File: config.mk
export PLATFORM = sky130hd
export DESIGN_NAME = spike_rate_decoder
export DESIGN_NICKNAME = d
export VERILOG_FILES = /design/src/rtl/spike_rate_decoder.sv
export SDC_FILE = /design/constraint.sdc
export NUM_CORES = 1
export LEC_CHECK = 0
export ABC_AREA = 1
export CORE_MARGIN = 2
export CORE_UTILIZATION = 25
export CTS_CLUSTER_SIZE = 25
export DETAILED_ROUTE_END_ITERATION = 10
export RECOVER_POWER = 50
export SLEW_MARGIN = 20
export SYNTH_ARGS = -nofsm -noshare
export SYNTH_HDL_FRONTEND = slang
export SYNTH_SLANG_ARGS = --single-unit
File: constraint.sdc
create_clock -name clk -period 5.9 [get_ports clk]
set_input_delay 1.18 -clock clk [delete_from_list [all_inputs] [get_ports clk]]
set_output_delay 1.18 -clock clk [all_outputs]
set_load 0.03 [all_outputs]
File: src/rtl/spike_rate_decoder.sv
// Per-channel spike rate counter over a window of enabled cycles. Each completed
// window is snapshotted and streamed out one channel per word on valid/ready.
module spike_rate_decoder #(
    parameter int N_CH     = 8,
    parameter int WIN_LOG2 = 5,
    parameter int RATE_W   = 8,
    localparam int CH_W    = $clog2(N_CH)
) (
    input  logic              clk,
    input  logic              rst,
    input  logic              en,
    input  logic [N_CH-1:0]   spike_in,
    output logic              out_valid,
    input  logic              out_ready,
    output logic [CH_W-1:0]   out_ch,
    output logic [RATE_W-1:0] out_rate,
    output logic              out_last,
    output logic              overrun
);

    typedef enum logic {IDLE = 1'b0, SEND = 1'b1} state_t;

    state_t              r_state;
    state_t              w_state_nxt;
    logic [WIN_LOG2-1:0] r_win;
    logic [RATE_W-1:0]   r_cnt  [N_CH];
    logic [RATE_W-1:0]   r_snap [N_CH];
    logic [RATE_W-1:0]   w_final[N_CH];
    logic [CH_W-1:0]     r_ch;
    logic                r_overrun;

    logic w_win_end;
    logic w_xfer;
    logic w_last_xfer;
    logic w_can_load;
    logic w_load;

    function automatic logic [RATE_W-1:0] sat_inc(input logic [RATE_W-1:0] c,
                                                   input logic s);
        if (s && (c != {RATE_W{1'b1}}))
            return c + RATE_W'(1);
        return c;
    endfunction

    assign w_win_end   = en && (r_win == {WIN_LOG2{1'b1}});
    assign w_xfer      = (r_state == SEND) && out_ready;
    assign w_last_xfer = w_xfer && (r_ch == CH_W'(N_CH - 1));
    // A window ending on the final transfer reloads without flagging overrun.
    assign w_can_load  = (r_state == IDLE) || w_last_xfer;
    assign w_load      = w_win_end && w_can_load;

    always_comb begin
        for (int i = 0; i < N_CH; i++)
            w_final[i] = sat_inc(r_cnt[i], spike_in[i]);
    end

    always_ff @(posedge clk or posedge rst) begin
        if (rst) begin
            r_win <= '0;
        end else if (en) begin
            r_win <= r_win + WIN_LOG2'(1);
        end
    end

    always_ff @(posedge clk or posedge rst) begin
        if (rst) begin
            for (int i = 0; i < N_CH; i++)
                r_cnt[i] <= '0;
        end else if (en) begin
            for (int i = 0; i < N_CH; i++)
                r_cnt[i] <= w_win_end ? '0 : w_final[i];
        end
    end

    always_ff @(posedge clk or posedge rst) begin
        if (rst) begin
            for (int i = 0; i < N_CH; i++)
                r_snap[i] <= '0;
        end else if (w_load) begin
            for (int i = 0; i < N_CH; i++)
                r_snap[i] <= w_final[i];
        end
    end

    always_ff @(posedge clk or posedge rst) begin
        if (rst) begin
            r_ch <= '0;
        end else if (w_load) begin
            r_ch <= '0;
        end else if (w_xfer && !w_last_xfer) begin
            r_ch <= r_ch + CH_W'(1);
        end
    end

    always_ff @(posedge clk or posedge rst) begin
        if (rst) begin
            r_overrun <= 1'b0;
        end else if (w_win_end && !w_can_load) begin
            r_overrun <= 1'b1;
        end
    end

    always_ff @(posedge clk or posedge rst) begin
        if (rst) begin
            r_state <= IDLE;
        end else begin
            r_state <= w_state_nxt;
        end
    end

    always_comb begin
        w_state_nxt = r_state;
        case (r_state)
            IDLE: if (w_load) w_state_nxt = SEND;
            SEND: begin
                if (w_load)
                    w_state_nxt = SEND;
                else if (w_last_xfer)
                    w_state_nxt = IDLE;
            end
            default: w_state_nxt = IDLE;
        endcase
    end

    always_comb begin
        out_valid = (r_state == SEND);
        out_last  = (r_state == SEND) && (r_ch == CH_W'(N_CH - 1));
        out_ch    = r_ch;
        out_rate  = r_snap[r_ch];
        overrun   = r_overrun;
    end

endmodule
* Word level (Yosys, flattened, before mapping) *
Cells that the tools add are included.

operators by class
  add/sub/neg operators = 10
  magnitude comparators = 1
  equality and inequality tests = 10
  mux-type cells = 41
  bitwise operators = 2
  reductions and logical operators = 19

operators with widths
  kind                 number
  $mux 8               26
  $add 8x1->8 const B  8
  $ne 8x8->1 const B   8
  $bmux 8 s3           1
  $logic_and 1x1->1    15
  $mux 1               11
  $mux 3               2
  $add 5x1->5 const B  1
  $eq 5x5->1 const B   1
  $ge 4x4->1 const B   1
  $not 3->4            1
  $add 3x1->3 const B  1
  $eq 3x3->1 const B   1
  $logic_not 1->1      2
  $pmux 1 s2           1
  $reduce_bool 2->1    1
  $logic_or 1x1->1     1
  $not 1->1            1

word-level totals
  bits in registers = 138
  output and inout bits = 14

* Longest topological paths before layout *
  word-level depth = 6
  depth in mapped cells = 10
  depth with buffers taken out = 9

* Worst setup path after synthesis *
Ideal clock, no wire load.

  path kind = flip-flop to output port
  from = register r_ch[1], in the netlist out_ch[1]
  to = output out_rate[1]
  data arrival time = 1.543 ns
  setup slack = 3.177 ns
  cell stages (with the launch flop) = 8
  cells stage by stage = dfrtp_1 buf_2 inv_1 buf_2 a21oi_1 o21ai_0 nand3_1 o21a_1

on the way
  cells in the longest elaborated chain, start to end = 4

ends and longest elaborated chain
  element                                     line  text
  start: declaration                          29    logic [CH_W-1:0] r_ch;
  start signal: assignment                    91    r_ch <= r_ch + CH_W'(1);
  $not 3->4 (not written as such)             129   out_rate = r_snap[r_ch];
  $bmux 8 s3                                  129
  $mux 8 (not written as such) (2 in series)  129
  end: declaration                            16    output logic [RATE_W-1:0] out_rate,

Every way passes these cells. The select of a mux whose other input is x is not followed.

* Worst setup path in the final report *
  from = input en
  to = register r_snap[13] (netlist bit)

on the way
  cells in the longest elaborated chain, start to end = 2

ends and longest elaborated chain
  element                         line  text
  start: declaration              11    input logic en,
  $logic_and 1x1->1               45    assign w_win_end = en && (r_win == {WIN_LOG2{1'b1}});
  $logic_and 1x1->1               50    assign w_load = w_win_end && w_can_load;
  end signal: indexed assignment  81    r_snap[i] <= w_final[i];
  end: declaration                27    logic [RATE_W-1:0] r_snap [N_CH];

Every way passes these cells.
A chain may end at the register's enable or synchronous reset.

==> results.md <==
* Detail Placement HPWL at 13,600 um
* Critical Path Sink: r_snap[13]
* Global-route wire length before repair at 34,000 um
* Sw Ratio at 0.375
* Most numerous cell on the critical path: buf_4
* Vias in the first global route at 6,665
* Mapped Cells at 1,096
* Diode count at 0
* Switch Pwr at 1.31 mW
* Largest net degree at the start of global routing at 111
* # setup viols final at 0
* Die Ht at 180 um
* R2R setup slack at 2870 ps
* Peak VDD IR at 0.200 mV
* Routed Wire Length at 20,200 um
* Max-Cap Viols at 4
* CTS Buf Count at 17
* Tmin final at 4790 ps
* Outcome: finished, violations left
* Worst slew pin tran at 2440 ps
* CTS tree: done
* Via count at 7,060
* Worst Path Class, Setup: in -> reg
* Routability Congestion at 0.812
* Power per cell area at 394 nW/um^2
* Fin Setup TNS at 0 ps
* Resized Gates After CTS at 0
* R2r endpoint: r_snap[13]
* Worst EP arrival at 5140 ps
* RSZ-0062 raised after global routing: false
* Final Util at 0.290
* Max Fclk at 209 MHz
* Initial Util at 0.254
* Setup crit start kind: primary input
* Row cnt at 64
* Final Slew Violations at 216
* # nets final at 1,122
* Post-synthesis register bit count at 138
* Slowest cell on the critical path: clkbuf_1
* Int Power at 2.18 mW
* Clock skew at 8.61 ps
* Drt pass-1 iters at 7
* Via density per instance at 4.69
* Critical Path Fanout Max at 56
* Clk pwr share at 0.287
* Die area at 32,500 sq um
* Initial antenna violation count at 1
* Synth warn at 0
* ANT nets after route at 0
* Detailed Route Iter0 Violations at 649
* Htree depth at 4
* Layout area overhead at 13.9%
* Worst-skew pair later-pin latency at 430 ps
* Critical R2R Launch: out_ch[0]
* Root Driver: clkbuf_16
* I/O pins at 26
* CTS Hold Bufs at 0
* Fill count at 3,319
* Final hold violations at 0
* R2r worst-path depth at 8
* Syn_nets at 1,120
* Avg WL per Cell at 13.4 um
* Clk pin slew, worst setup/hold paths at 60 ps
* Gate power share at 0.301
* Core Area at 30,600 sq um
* Share of layout cells above drive strength 1 at 0.0333
* Most frequent cells in the layout: nand2_1, nand3_1, dfrtp_1
* CTS Buffer Depth at 2
* Failing checks: capacitance limit, slew limit
* Worst-path cell chain: dlygate4sd3_1 > clkbuf_1 > nand2_1 > a21oi_4 > buf_4 > buf_4 > nand3_1 > o21ai_0
* Crit. Startpoint: en
* Required @ worst endpoint at 6240 ps
* CTS sink cnt at 138
* Crit-path max cell delay at 1650 ps
* Syn avg cell area at 7.10 sq um
* Grt ovf at 0
* Worst slew margin at -0.628
* Tcrit/Tclk final at 0.812
* Commonest non-fill, non-tap cell in the layout: nand2_1
* Die width at 180 um
* Hold crit path type: reg -> reg
* Post-synthesis cell type count at 25
* Port Buffers at 25
* Setup Fix Bufs, Post-CTS at 0
* Crit. End Element: register
* Netlist Area Pre-Place at 7780 sq um
* Seq pwr share at 0.412
* Leakage power at 4.44 nW
* Residual DRC at 0
* All-layer global routing usage at 0.129
* Sequential fraction of the synthesis area at 0.444
==> synth_stat cells <==
cell type	count	area share
nand2_1	349	0.17
clkbuf_1	15	0.0072
ha_1	12	0.019
nor2_2	1	0.00080
dfrtp_1	138	0.44
inv_2	1	0.00048
nor2_1	59	0.028
a21o_1	2	0.0019
nand3_1	187	0.12
o22ai_1	5	0.0040
buf_2	25	0.016
a21oi_2	1	0.0011
nand3b_1	6	0.0058
a21oi_1	22	0.014
xnor2_1	2	0.0023
xor2_1	3	0.0034
o21ai_0	95	0.061
o21a_1	5	0.0048
nand4_1	15	0.012
nor3_1	11	0.0071
and3_1	1	0.00080
buf_6	3	0.0043
buf_4	7	0.0068
inv_1	127	0.061
o21bai_1	4	0.0039
==> power groups by stage <==
stage	Combinational [mW]	Clock (mW)	Sequential (mW)
finish	1.05	1.00	1.44
floorplan	0.760	0	1.37
global route	1.19	1.06	1.48
CTS	1.06	1.02	1.43
global placement	1.04	0	1.45
detailed placement	1.05	0	1.44
==> critical path, delay by kind of cell <==
family,cells,cell delay (ps)
buffers and inverters,4,3030
AO/OA/AOI/OAI,2,330
AND/OR/NAND/NOR,2,530
==> area by class of cell <==
class	instances	area, sq um	share of cell area
Clock buffer	22	464	0.0524
Clock inverter	9	73.8	0.00833
Inverter	128	484	0.0547
Multi-Input combinational cell	780	3590	0.405
Sequential cell	138	3450	0.390
Tap cell	396	495	0.0559
Timing Repair Buffer	33	299	0.0338
==> sequential cells by signal, indices dropped and copies added (netlist names) <==
| signal | flops |
|---|---|
| r_snap | 64 |
| r_win | 5 |
| out_ch | 3 |
| out_valid | 1 |
| r_cnt | 64 |
| overrun | 1 |
==> cells by family after synthesis <==
logic type,after synthesis,synth area share
DFF,138,0.444
buffers and inverters,178,0.0962
adders and majority gates,12,0.0193
and+or+nand+nor,629,0.344
AOI/OAI and AO/OA,134,0.0911
xor gates and xnor gates,5,0.00563
==> worst min path at each step <==
stage	cells past startpoint	from	slack, ps	to
after global placement	1	r_win[3]	460	r_win[3]
after detailed placement	1	r_win[3]	460	r_win[3]
after floorplan	1	r_win[3]	440	r_win[3]
after CTS	1	r_win[3]	470	r_win[3]
final	1	r_win[3]	470	r_win[3]
after global routing	1	r_win[3]	490	r_win[3]
==> layer usage <==
metal | part of all wire | global-route usage | vias to the layer above
met5 | 0 | 0 | -
met4 | 0.012 | 0.0432 | 0
met3 | 0.050 | 0.0293 | 20
met2 | 0.46 | 0.201 | 130
met1 | 0.48 | 0.177 | 3366
li1 | - | - | 3544
==> per-stage QoR <==
step / instances / hold slack [ps] / total power, mW / worst slack, ps / cell area [sq um]
after detailed placement: 1475 / 458 / 2.50 / 1930 / 8330
after CTS: 1506 / 472 / 3.52 / 1470 / 8870
final: 1506 / 470 / 3.49 / 1110 / 8860
after floorplan: 1096 / 438 / 2.13 / 1020 / 7780
after global routing: 1506 / 491 / 3.73 / 715 / 8860
after global placement: 1475 / 457 / 2.49 / 1930 / 8330
Power figures use the tool's default switching activity.
